`src/rtl/dram_lsu_pkg.sv`:
```
// dram_lsu_pkg: shared size encodings, FSM states and big-endian lane offsets for dram_lsu.
package dram_lsu_pkg;
    typedef enum logic [2:0] {IDLE, RD, CAP, WR, RESP} state_e;
    localparam logic [1:0] SZ_BYTE = 2'b00;
    localparam logic [1:0] SZ_HALF = 2'b01;
    localparam logic [1:0] SZ_WORD = 2'b10;
    localparam logic [1:0] SZ_RSVD = 2'b11;
    localparam logic [4:0] BYTE0_SHIFT = 5'd24;
    localparam logic [4:0] HALF0_SHIFT = 5'd16;
    // Big-endian: lower offsets live in the more significant bits of the word.
    function automatic logic [4:0] lane_shift(input logic [1:0] size, input logic [1:0] off);
        return (size == SZ_BYTE) ? BYTE0_SHIFT - {off, 3'b000} : (off[1] ? 5'd0 : HALF0_SHIFT);
    endfunction
endpackage

```
`src/rtl/dram_lsu_align.sv`:
```
// dram_lsu_align: combinational lane extract/extend for loads and lane merge for sub-word stores.
module dram_lsu_align
    import dram_lsu_pkg::*;
(
    input  logic [1:0]  size_i,
    input  logic        uns_i,
    input  logic [1:0]  off_i,
    input  logic [31:0] q_i,
    input  logic [31:0] cap_i,
    input  logic [31:0] wdata_i,
    output logic [31:0] rdata_o,
    output logic [31:0] wdata_o
);
    logic [4:0]  sh;
    logic [31:0] mask, lane, ext;
    logic        is_word;

    always_comb begin
        is_word = size_i[1];
        sh      = lane_shift(size_i, off_i);
        mask    = (size_i == SZ_BYTE) ? 32'h0000_00FF : 32'h0000_FFFF;
        lane    = (q_i >> sh) & mask;
        ext     = (size_i == SZ_BYTE) ? {{24{~uns_i & lane[7]}}, lane[7:0]}
                                      : {{16{~uns_i & lane[15]}}, lane[15:0]};
        rdata_o = is_word ? q_i : ext;
        wdata_o = is_word ? wdata_i : (cap_i & ~(mask << sh)) | ((wdata_i & mask) << sh);
    end
endmodule

```
`src/rtl/dram_lsu.sv`:
```
// dram_lsu: single-outstanding load/store unit over a word-wide synchronous memory.
// Optional DRAM_LSU_MISALIGN_TRAP_EN: misaligned/reserved-size requests respond with RSP_ERR.
module dram_lsu
    import dram_lsu_pkg::*;
#(
    parameter int ADDR_W = 8
) (
    input  logic              CLK,
    input  logic              RST,
    input  logic              REQ_VALID,
    output logic              REQ_READY,
    input  logic              REQ_WE,
    input  logic [1:0]        REQ_SIZE,
    input  logic              REQ_UNS,
    input  logic [ADDR_W+1:0] REQ_ADDR,
    input  logic [31:0]       REQ_WDATA,
    output logic              RSP_VALID,
    input  logic              RSP_READY,
    output logic [31:0]       RSP_RDATA,
    output logic              RSP_ERR,
    output logic [ADDR_W-1:0] MEM_ADDR,
    output logic [31:0]       MEM_DATA,
    output logic              MEM_MW,
    input  logic [31:0]       MEM_Q
);
    state_e            state_q, state_d;
    logic              we_q, we_d, uns_q, uns_d, err_q, err_d;
    logic [1:0]        size_q, size_d;
    logic [ADDR_W+1:0] addr_q, addr_d;
    logic [31:0]       wdata_q, wdata_d, cap_q, cap_d, rdata_q, rdata_d;
    logic [31:0]       ld_data, st_data;
    logic              accept, misalign;

    dram_lsu_align u_align (
        .size_i  (size_q),
        .uns_i   (uns_q),
        .off_i   (addr_q[1:0]),
        .q_i     (MEM_Q),
        .cap_i   (cap_q),
        .wdata_i (wdata_q),
        .rdata_o (ld_data),
        .wdata_o (st_data)
    );

    always_ff @(posedge CLK or posedge RST) begin
        if (RST) begin
            state_q <= IDLE;
            we_q    <= 1'b0;
            uns_q   <= 1'b0;
            err_q   <= 1'b0;
            size_q  <= SZ_BYTE;
            addr_q  <= '0;
            wdata_q <= '0;
            cap_q   <= '0;
            rdata_q <= '0;
        end else begin
            state_q <= state_d;
            we_q    <= we_d;
            uns_q   <= uns_d;
            err_q   <= err_d;
            size_q  <= size_d;
            addr_q  <= addr_d;
            wdata_q <= wdata_d;
            cap_q   <= cap_d;
            rdata_q <= rdata_d;
        end
    end

    always_comb begin
        accept = (state_q == IDLE) && REQ_VALID;
`ifdef DRAM_LSU_MISALIGN_TRAP_EN
        misalign = (REQ_SIZE == SZ_RSVD) || (REQ_SIZE == SZ_HALF && REQ_ADDR[0])
                || (REQ_SIZE == SZ_WORD && REQ_ADDR[1:0] != 2'b00);
`else
        misalign = 1'b0;
`endif
        state_d = (state_q == IDLE) ? (!accept ? IDLE : misalign ? RESP : (REQ_WE && REQ_SIZE[1]) ? WR : RD)
                : (state_q == RD)   ? CAP
                : (state_q == CAP)  ? (we_q ? WR : RESP)
                : (state_q == WR)   ? RESP
                : (RSP_READY ? IDLE : RESP);
        we_d    = accept ? REQ_WE : we_q;
        uns_d   = accept ? REQ_UNS : uns_q;
        size_d  = accept ? REQ_SIZE : size_q;
        addr_d  = accept ? REQ_ADDR : addr_q;
        wdata_d = accept ? REQ_WDATA : wdata_q;
        err_d   = accept ? misalign : err_q;
        cap_d   = (state_q == CAP) ? MEM_Q : cap_q;
        rdata_d = accept ? 32'h0 : (state_q == CAP && !we_q) ? ld_data : rdata_q;
    end

    always_comb begin
        REQ_READY = (state_q == IDLE);
        RSP_VALID = (state_q == RESP);
        RSP_RDATA = rdata_q;
`ifdef DRAM_LSU_MISALIGN_TRAP_EN
        RSP_ERR   = err_q;
`else
        RSP_ERR   = 1'b0;
`endif
        MEM_ADDR  = (state_q == RD || state_q == CAP || state_q == WR) ? addr_q[ADDR_W+1:2] : '0;
        MEM_MW    = (state_q == WR);
        MEM_DATA  = (state_q == WR) ? (size_q[1] ? wdata_q : st_data) : 32'h0;
    end
endmodule

```
`config.mk`:
```
export PLATFORM = sky130hd
export DESIGN_NAME = dram_lsu
export DESIGN_NICKNAME = d
export VERILOG_FILES = /design/src/rtl/dram_lsu_pkg.sv /design/src/rtl/dram_lsu_align.sv /design/src/rtl/dram_lsu.sv
export SDC_FILE = /design/constraint.sdc
export NUM_CORES = 1
export LEC_CHECK = 0
export CAP_MARGIN = 25
export CORE_MARGIN = 5
export CORE_UTILIZATION = 43
export CTS_CLUSTER_DIAMETER = 100
export DETAILED_ROUTE_END_ITERATION = 10
export GPL_TIMING_DRIVEN = 0
export PLACE_DENSITY = 0.76
export SLEW_MARGIN = 15
export SYNTH_ARGS = -nofsm -noshare
export SYNTH_HDL_FRONTEND = slang
export SYNTH_SLANG_ARGS = --single-unit
```
`constraint.sdc`:
```
create_clock -name CLK -period 3.5 [get_ports CLK]
set_input_delay 0.7 -clock CLK [delete_from_list [all_inputs] [get_ports CLK]]
set_output_delay 0.7 -clock CLK [all_outputs]
set_load 0.03 [all_outputs]
```
=== Word level (Yosys, flattened, before mapping) ===
Index checks and enable logic that the tools add are counted.

* Register bits after elaboration: 113

* $add $sub $neg: 1
* Eq/ne operators: 4
* Shifts and indexed selects: 3
* Muxes and demuxes: 18
* Bitwise logic cells: 8
* Reductions and logical operators: 9

{| class="wikitable"
|+ Operator list
! cell !! number
|-
| two-way mux 32 bit || 6
|-
| AND 32 bit || 2
|-
| << shifter 32 x 5 -> 32 bit || 2
|-
| NOT 32 bit || 1
|-
| bitwise OR 32 bit || 1
|-
| >> shifter 32 x 5 -> 16 bit || 1
|-
| two-way mux 3 bit || 6
|-
| AND 16 bit || 1
|-
| two-way mux 16 bit || 1
|-
| two-way mux 5 bit || 2
|-
| two-way mux 8 bit || 1
|-
| equality test 3 x 2 -> 1 bit, second input constant || 2
|-
| subtractor 5 bit, first input constant || 1
|-
| two-way mux 2 bit || 2
|-
| equality test 3 x 1 -> 1 bit, second input constant || 1
|-
| equality test 3 bit, second input constant || 1
|-
| logical AND 1 bit || 3
|-
| logical NOT 3 bit || 1
|-
| AND 1 bit || 2
|-
| logical NOT 2 bit || 1
|-
| logical OR 1 bit || 2
|-
| nonzero test 2 bit || 1
|-
| logical NOT 1 bit || 1
|-
| NOT 1 bit || 1
|}

=== Depth between registers and ports, before layout ===
Gate-level depths: netlist (run 1).

* Depth after elaboration: 9
* Depth in mapped cells: 8
* Depth with buffers taken out: 5

=== Cells and area by module ===
Synthesis (run 1) repeated with hierarchy kept, for this count alone.

* Cells, all modules: 585
* Area, all modules: 6289.8 sq um

{| class="wikitable"
|+ Modules (own cells, without submodules)
! module !! instances !! cells each !! area each (sq um) !! seq. area each (sq um)
|-
| dram_lsu || 1 || 341 || 4765.8 || 2827.7
|-
| dram_lsu_align || 1 || 244 || 1524.0 || 0.0
|}

=== Least setup slack after synthesis (run 1) ===
OpenSTA, ideal clock, no wires.

* Path kind: reg2out
* Start: register state_q[2]
* End: output MEM_DATA[15]
* Arrival: 1894 ps
* Required time: 2800 ps
* Slack: 906 ps
* Stages on the path, launching flop included: 8
* Path through: dfrtp_1 > buf_2 > or2_2 > buf_2 > clkinv_1 > buf_4 > o221ai_1 > a21oi_1

* Longest elaborated chain between the ends: 2

{| class="wikitable"
|+ RTL lines
! element !! RTL line !! source
|-
| from (decl) || dram_lsu.sv:26 || <nowiki>state_e state_q, state_d;</nowiki>
|-
| from (signal assigned) || dram_lsu.sv:57 || <nowiki>state_q <= state_d;</nowiki>
|-
| equality test 3 x 2 -> 1 bit || - ||
|-
| net MEM_MW || dram_lsu.sv:23 || <nowiki>output logic MEM_MW,</nowiki>
|-
| two-way mux 32 bit || dram_lsu.sv:103 || <nowiki>MEM_DATA = (state_q == WR) ? (size_q[1] ? wdata_q : st_data) : 32'h0;</nowiki>
|-
| to (decl) || dram_lsu.sv:22 || <nowiki>output logic [31:0] MEM_DATA,</nowiki>
|}

The timed path passes the listed nets, and every way through them passes these cells.

=== Final worst setup path (run 1) ===
* Start: register state_q[2]
* End: output MEM_DATA[5]

* Longest elaborated chain between the ends: 2

{| class="wikitable"
|+ RTL lines
! element !! RTL line
|-
| equality test 3 x 2 -> 1 bit || dram_lsu.sv:103
|-
| two-way mux 32 bit || dram_lsu.sv:103
|}

No other way between the ends.

==> metrics.txt, run 1 <==
status finished, final reports clean; FF+latch count, synth 113; clock latency at the later pin of the worst-skew pair slightly above 400 ps; Seq/Total Area, Yosys 51.0%; fin crit share 95.7%; top_reg_cell synth dfrtp_1; relative slew slack 50.9%; worst slew pin tran 726 ps; count of buffer and inverter cells on the critical path 4; critical path required time 2800 ps; clk sinks 113; Multi-input gate area 2510 µm²; synth unique cells 45; die area approximately 15000 µm²; post-synthesis cell area 5540 µm²; Root Driver clkbuf_16; VDD IR max around 370 µV; RSZ-0062 raised after global routing no; CTS Buffer Depth 2; GR Overflow Total 0; vias in the first global route 4881; Synth Instances 481; leakage power 0.00360 µW; postcts setup bufs 0; async set or reset register ratio after synthesis 100%; min-delay worst type reg -> reg; layout cells sized above 1 22.4%; cell at the slowest stage of the critical path clkdlybuf4s50_1; Layout Nets about 740; Via density 5.73; Worst Skew 6.56 ps; Syn Area/Cell 11.5 µm²; switching part of the total 38.2%; clock transition at the registers of the reported paths 60 ps; initial core utilization 43.9%; most area-consuming cells after synthesis dfrtp_1 51%, mux2_2 15%, mux2i_1 4.0%; Setup CP Type reg -> out; Die Height 124 µm; initial antenna violation count 0; combinational share of power 44.8%; largest delay contributor family on the critical path buffers and inverters; cts bufs inserted 17; Max Freq 299 MHz; GPL Wtd Cong 0.947; largest net degree at the start of global routing 39; critical-path cell list buf_2 > or2_2 > buf_2 > clkbuf_1 > nor2_1 > clkdlybuf4s50_1; Final setup viols 0; CTS tree built; routed wire length 17700 µm; CP endpoint kind output pin; Rows 41; most frequent CP cell buf_2; fillcell total 996; share of Yosys cell area claimed by the top area cell type 51.0%; area grow syn2layout 45.8%; Startpoint Class flop; setup TNS 0 ps; MaxCap Viol Count 0; Psw 2960 µW; WL per Instance ~21 µm; Internal 4800 µW; Final Max Slew Viols 0; CTS H-tree depth 4; drt pass-1 iters 6; I/O pin cnt 158; critical path arrival 2650 ps; max incr delay on CP 700 ps; # diodes 0; largest area contributor in the netlist dfrtp_1; hold buffers post-CTS 0; final worst path period need between 3000 and 4000 ps; synth warn 0; Tot GR Track Use 23.9%; DR iter-0 viols between 500 and 600; Post-synth EDFFs 0; P per Cell Area 962 nW/µm²; detailed placement HPWL 13500 µm; Seq pwr share 30.8%; # port buffers 156; register area 2830 µm²; chip width 124 µm; crit path max fanout 10; clock power share between 20% and 30%; DRC viols 0; Syn Nets 563; routed vias 4830; Final Hold Viols 0; first-pass GRT wire length between 20000 and 30000 µm; final antenna-violating net count 0; utilization after layout between 60% and 70%; core area approximately 13000 µm²
## metal layers
metal  up-vias  wire (µm)  global-route usage, %
li1       2147          -                      -
met1      2379       7370                   32.4
met2       257       8460                   37.8
met3        47       1420                   5.58
met4         0        429                   8.51
met5         -          0                      0
## synthesized netlist by cell type (all sizes together) (4+ instances only)
master	instances
nand3	9
dfrtp	113
buf	25
a22o	16
o221ai	8
mux2	75
mux2i	22
o22ai	16
o21ai	27
nor3	4
a222oi	8
nand2	28
a31oi	4
a21oi	18
clkbuf	11
a221o	7
a2bb2oi	8
and2	12
nor2	41
## path summary, 6_finish.rpt
check,startpoint,end,slack [ps],cells past startpoint
min,RSP_RDATA[22]$_DFFE_PP0P_,RSP_RDATA[22]$_DFFE_PP0P_,480,2
max in group asynchronous,RST,wdata_q[28]$_DFFE_PP0P_,2160,4
max,state_q[2]$_DFF_PP0_,MEM_DATA[5],150,6
min in group asynchronous,RST,cap_q[13]$_DFFE_PP0N_,610,2
max reg2reg,addr_q[0]$_DFFE_PP0P_,RSP_RDATA[18]$_DFFE_PP0P_,1460,5
min reg2reg,RSP_RDATA[22]$_DFFE_PP0P_,RSP_RDATA[22]$_DFFE_PP0P_,480,2
## cells in the final DEF (no fill, tap or decap), drive strengths merged, types with 3 or more instances in the layout
| cell | synthesis | final |
|---|---|---|
| nand3 | 9 | 9 |
| o21ai | 27 | 27 |
| nor3 | 4 | 4 |
| nand2 | 28 | 28 |
| a31oi | 4 | 4 |
| dfrtp | 113 | 113 |
| clkinvlp | 0 | 3 |
| a21oi | 18 | 18 |
| and2 | 12 | 12 |
| bufinv | 0 | 5 |
| o2bb2ai | 3 | 3 |
| a22o | 16 | 16 |
| clkinv | 2 | 6 |
| mux2i | 22 | 22 |
| a222oi | 8 | 8 |
| nor4b | 3 | 3 |
| or2 | 3 | 3 |
| nor3b | 3 | 3 |
| a2bb2oi | 8 | 8 |
| dlymetal6s2s | 0 | 15 |
| o221ai | 8 | 8 |
| nor2 | 41 | 41 |
| mux2 | 75 | 75 |
| clkbuf | 11 | 31 |
| buf | 25 | 28 |
| o22ai | 16 | 16 |
| a221o | 7 | 7 |
| clkdlybuf4s50 | 0 | 140 |
## worst register-to-register path, cell delays in order (launching register included)
cell and delay (ps):
dfrtp_1 530, nand2b_1 220, nor3b_1 200, o31ai_2 510, clkbuf_2 320, o21ai_0 120
## flip-flops by register name, summed over array words and instances, names as in the netlist
register   cells
state_q        3
we_q           1
RSP_RDATA     32
uns_q          1
addr_q        10
wdata_q       32
size_q         2
cap_q         32
## stage by stage
stage / hold slack (ps) / instance area, µm² / total power, µW / setup WS [ps] / instances
final: 484 / 8080 / 7770 / 151 / 843
after global routing: 510 / 8080 / 8160 / 30.9 / 843
after detailed placement: 475 / 7380 / 5830 / 348 / 812
after CTS: 487 / 8030 / 7750 / 36.8 / 843
after global placement: 466 / 7320 / 5710 / 410 / 809
after floorplan: 472 / 5540 / 4640 / 906 / 481
## power by group through the flow
stage               combinational [µW]  clock (µW)  sequential (µW)
floorplan                         2270           0             2370
global placement                  3330           0             2380
detailed placement                3440           0             2400
CTS                               3460        1900             2380
global route                      3740        1970             2450
finish                            3480        1900             2390
## final cells by class
class	instances	share of cell area [%]
sequential	113	35.0
multi-input combinational	327	31.1
timing repair buffer	159	20.5
clock buffer	20	5.65
tap	172	2.66
buffer	36	2.43
clock inverter	11	2.29
inverter	5	0.279
## cell families (layout without fill, tap and decap cells)
group	count (synthesis)	in the layout	synth area share, %
mux	98	98	19.6
simple gates	107	107	9.80
compound gates	121	121	15.7
flops	113	113	51.0
buf+inv	41	231	3.82
other cells	1	1	0.0677
## timing repair
action / 4_1_cts / 5_1_grt
gates resized for setup: 2 / 23
cloned: 0 / 0
setup endpoints to repair: 9 / 23
No activity file was read; power rests on OpenSTA's default activity.
==> inputs of run 2 (changes only) <==
--- a/config.mk
+++ b/config.mk
@@ -5,7 +5,7 @@
 export SDC_FILE = /design/constraint.sdc
 export NUM_CORES = 1
 export LEC_CHECK = 0
-export CAP_MARGIN = 25
+export CAP_MARGIN = 40
 export CORE_MARGIN = 5
 export CORE_UTILIZATION = 43
 export CTS_CLUSTER_DIAMETER = 100
==> metrics.txt, run 2 (synthesis results as in run 1) <==
Via density 5.73; Hold Startpoint RSP_RDATA[22]$_DFFE_PP0P_; crit path max fanout 10; most frequent cells in the layout 140 x clkdlybuf4s50_1, 113 x dfrtp_1, 75 x mux2_2, 39 x nor2_1, 28 x nand2_1; routed wire length 17700 µm; CP endpoint kind output pin; critical path arrival approximately 2700 ps; routed vias 4830; critical-path cell list buf_2 > or2_2 > buf_2 > clkbuf_1 > nor2_1 > clkdlybuf4s50_1; final worst path period need between 3000 and 4000 ps; Rows 41; Root Driver clkbuf_16; critical register-to-register path endpoint RSP_RDATA[18]$_DFFE_PP0P_; placed cell count 812; Tot GR Track Use 23.9%; GPL Wtd Cong 0.947; Die Height roughly 120 µm; postcts setup bufs 0; largest delay contributor family on the critical path buffers and inverters; clock transition at the registers of the reported paths about 60 ps; layout cells sized above 1 22.4%; max incr delay on CP roughly 700 ps; count of buffer and inverter cells on the critical path 4; CTS tree built; worst slew pin tran 726 ps; MaxCap Viol Count 0; slack of the worst reg-to-reg path ~1500 ps; fin crit share 95.7%; Final setup viols 0; DR iter-0 viols 535; I/O pin cnt 158; relative slew slack 50.9%; vias in the first global route 4881; most frequent CP cell buf_2; # diodes 0; largest net degree at the start of global routing 39; # port buffers 156; FF-to-FF path depth 5; status finished, final reports clean; cts bufs inserted 17; Startpoint Class flop; clock latency at the later pin of the worst-skew pair 410 ps; drt pass-1 iters 6; P per Cell Area 962 nW/µm²; cell at the slowest stage of the critical path clkdlybuf4s50_1; commonest non-fill, non-tap cell in the layout clkdlybuf4s50_1; final antenna-violating net count 0; detailed placement HPWL 13500 µm; die area 15300 µm²; critical path required time 2800 ps; Worst Skew 6.56 ps; min-delay worst type reg -> reg; Max Freq 299 MHz; Final Hold Viols 0; leakage power about 0.0036 µW; Setup CP Type reg -> out; CTS Buffer Depth 2; chip width approximately 120 µm; hold path depth 2; CTS H-tree depth 4; reg2reg start addr_q[0]$_DFFE_PP0P_; fin cells 843; Final Max Slew Viols 0; WL per Instance 21.0 µm; setup TNS 0 ps; Layout Nets 741; first-pass GRT wire length roughly 27000 µm; initial core utilization 43.9%; GR Overflow Total 0; area grow syn2layout 45.8%; hold buffers post-CTS 0; RSZ-0062 raised after global routing no; core area ~13000 µm²; clk sinks 113; DRC viols 0; initial antenna violation count 0; VDD IR max 370 µV; hold endpoint RSP_RDATA[22]$_DFFE_PP0P_
[run 2: cell counts in the layout (fill, tap and decap cells not counted)]
No cell type changed its count.
[run 2: tightest hold or removal path, delay by kind of cell, from the launching register on]
kind | cells | cell delay, ps
AO/OA/AOI/OAI | 1 | 60
flip-flops | 1 | 340
AND/OR/NAND/NOR | 1 | 50
[run 2: how the worst max path moves through the flow]
stage                           from               endpoint  depth (start not counted)
3_3_place_gp                     RST  addr_q[3]$_DFFE_PP0P_                          2
3_5_place_dp   addr_q[1]$_DFFE_PP0P_           MEM_DATA[31]                          7
2_1_floorplan   state_q[2]$_DFF_PP0_           MEM_DATA[15]                          7
4_1_cts         state_q[2]$_DFF_PP0_           MEM_DATA[21]                          8
5_1_grt         state_q[2]$_DFF_PP0_           MEM_DATA[24]                          6
6_report        state_q[2]$_DFF_PP0_            MEM_DATA[5]                          6
[run 2: timing repair]
item                                    CTS  global route
endpoints found under the hold margin     0             0
gates resized for setup                   2            23
endpoints found under the setup margin    9            23
[run 2: cell type report]
cell class,instances,area [µm²]
Clock buffer,20,457
Multi-Input combinational cell,327,2510
Timing Repair Buffer,159,1660
Clock inverter,11,185
Inverter,5,22.5
Tap cell,172,215
Buffer,36,196
Sequential cell,113,2830
Fill cell,996,4540
[run 2: routing by layer]
layer  routed length, µm  GRT usage [%]  vias up
met1                7370           32.4     2379
met5                   0              0        -
li1                    -              -     2147
met4                 429           8.51        0
met3                1420           5.58       47
met2                8460           37.8      257
[run 2: through the flow]
stage	setup WS [ps]	util (%)	total power, µW	hold slack (ps)	instance area (µm²)
CTS	36.8	63.6	7750	487	8030
detailed placement	348	58.5	5830	475	7380
global placement	410	58.0	5710	466	7320
finish	151	64.0	7770	484	8080
global route	30.9	64.0	8160	510	8080
floorplan	906	-	4640	472	5540
[run 2: power breakdown]
group          switching, µW  total, µW  internal (µW)
sequential               504       2390           1890
clock                    606       1900           1290
combinational           1860       3480           1620
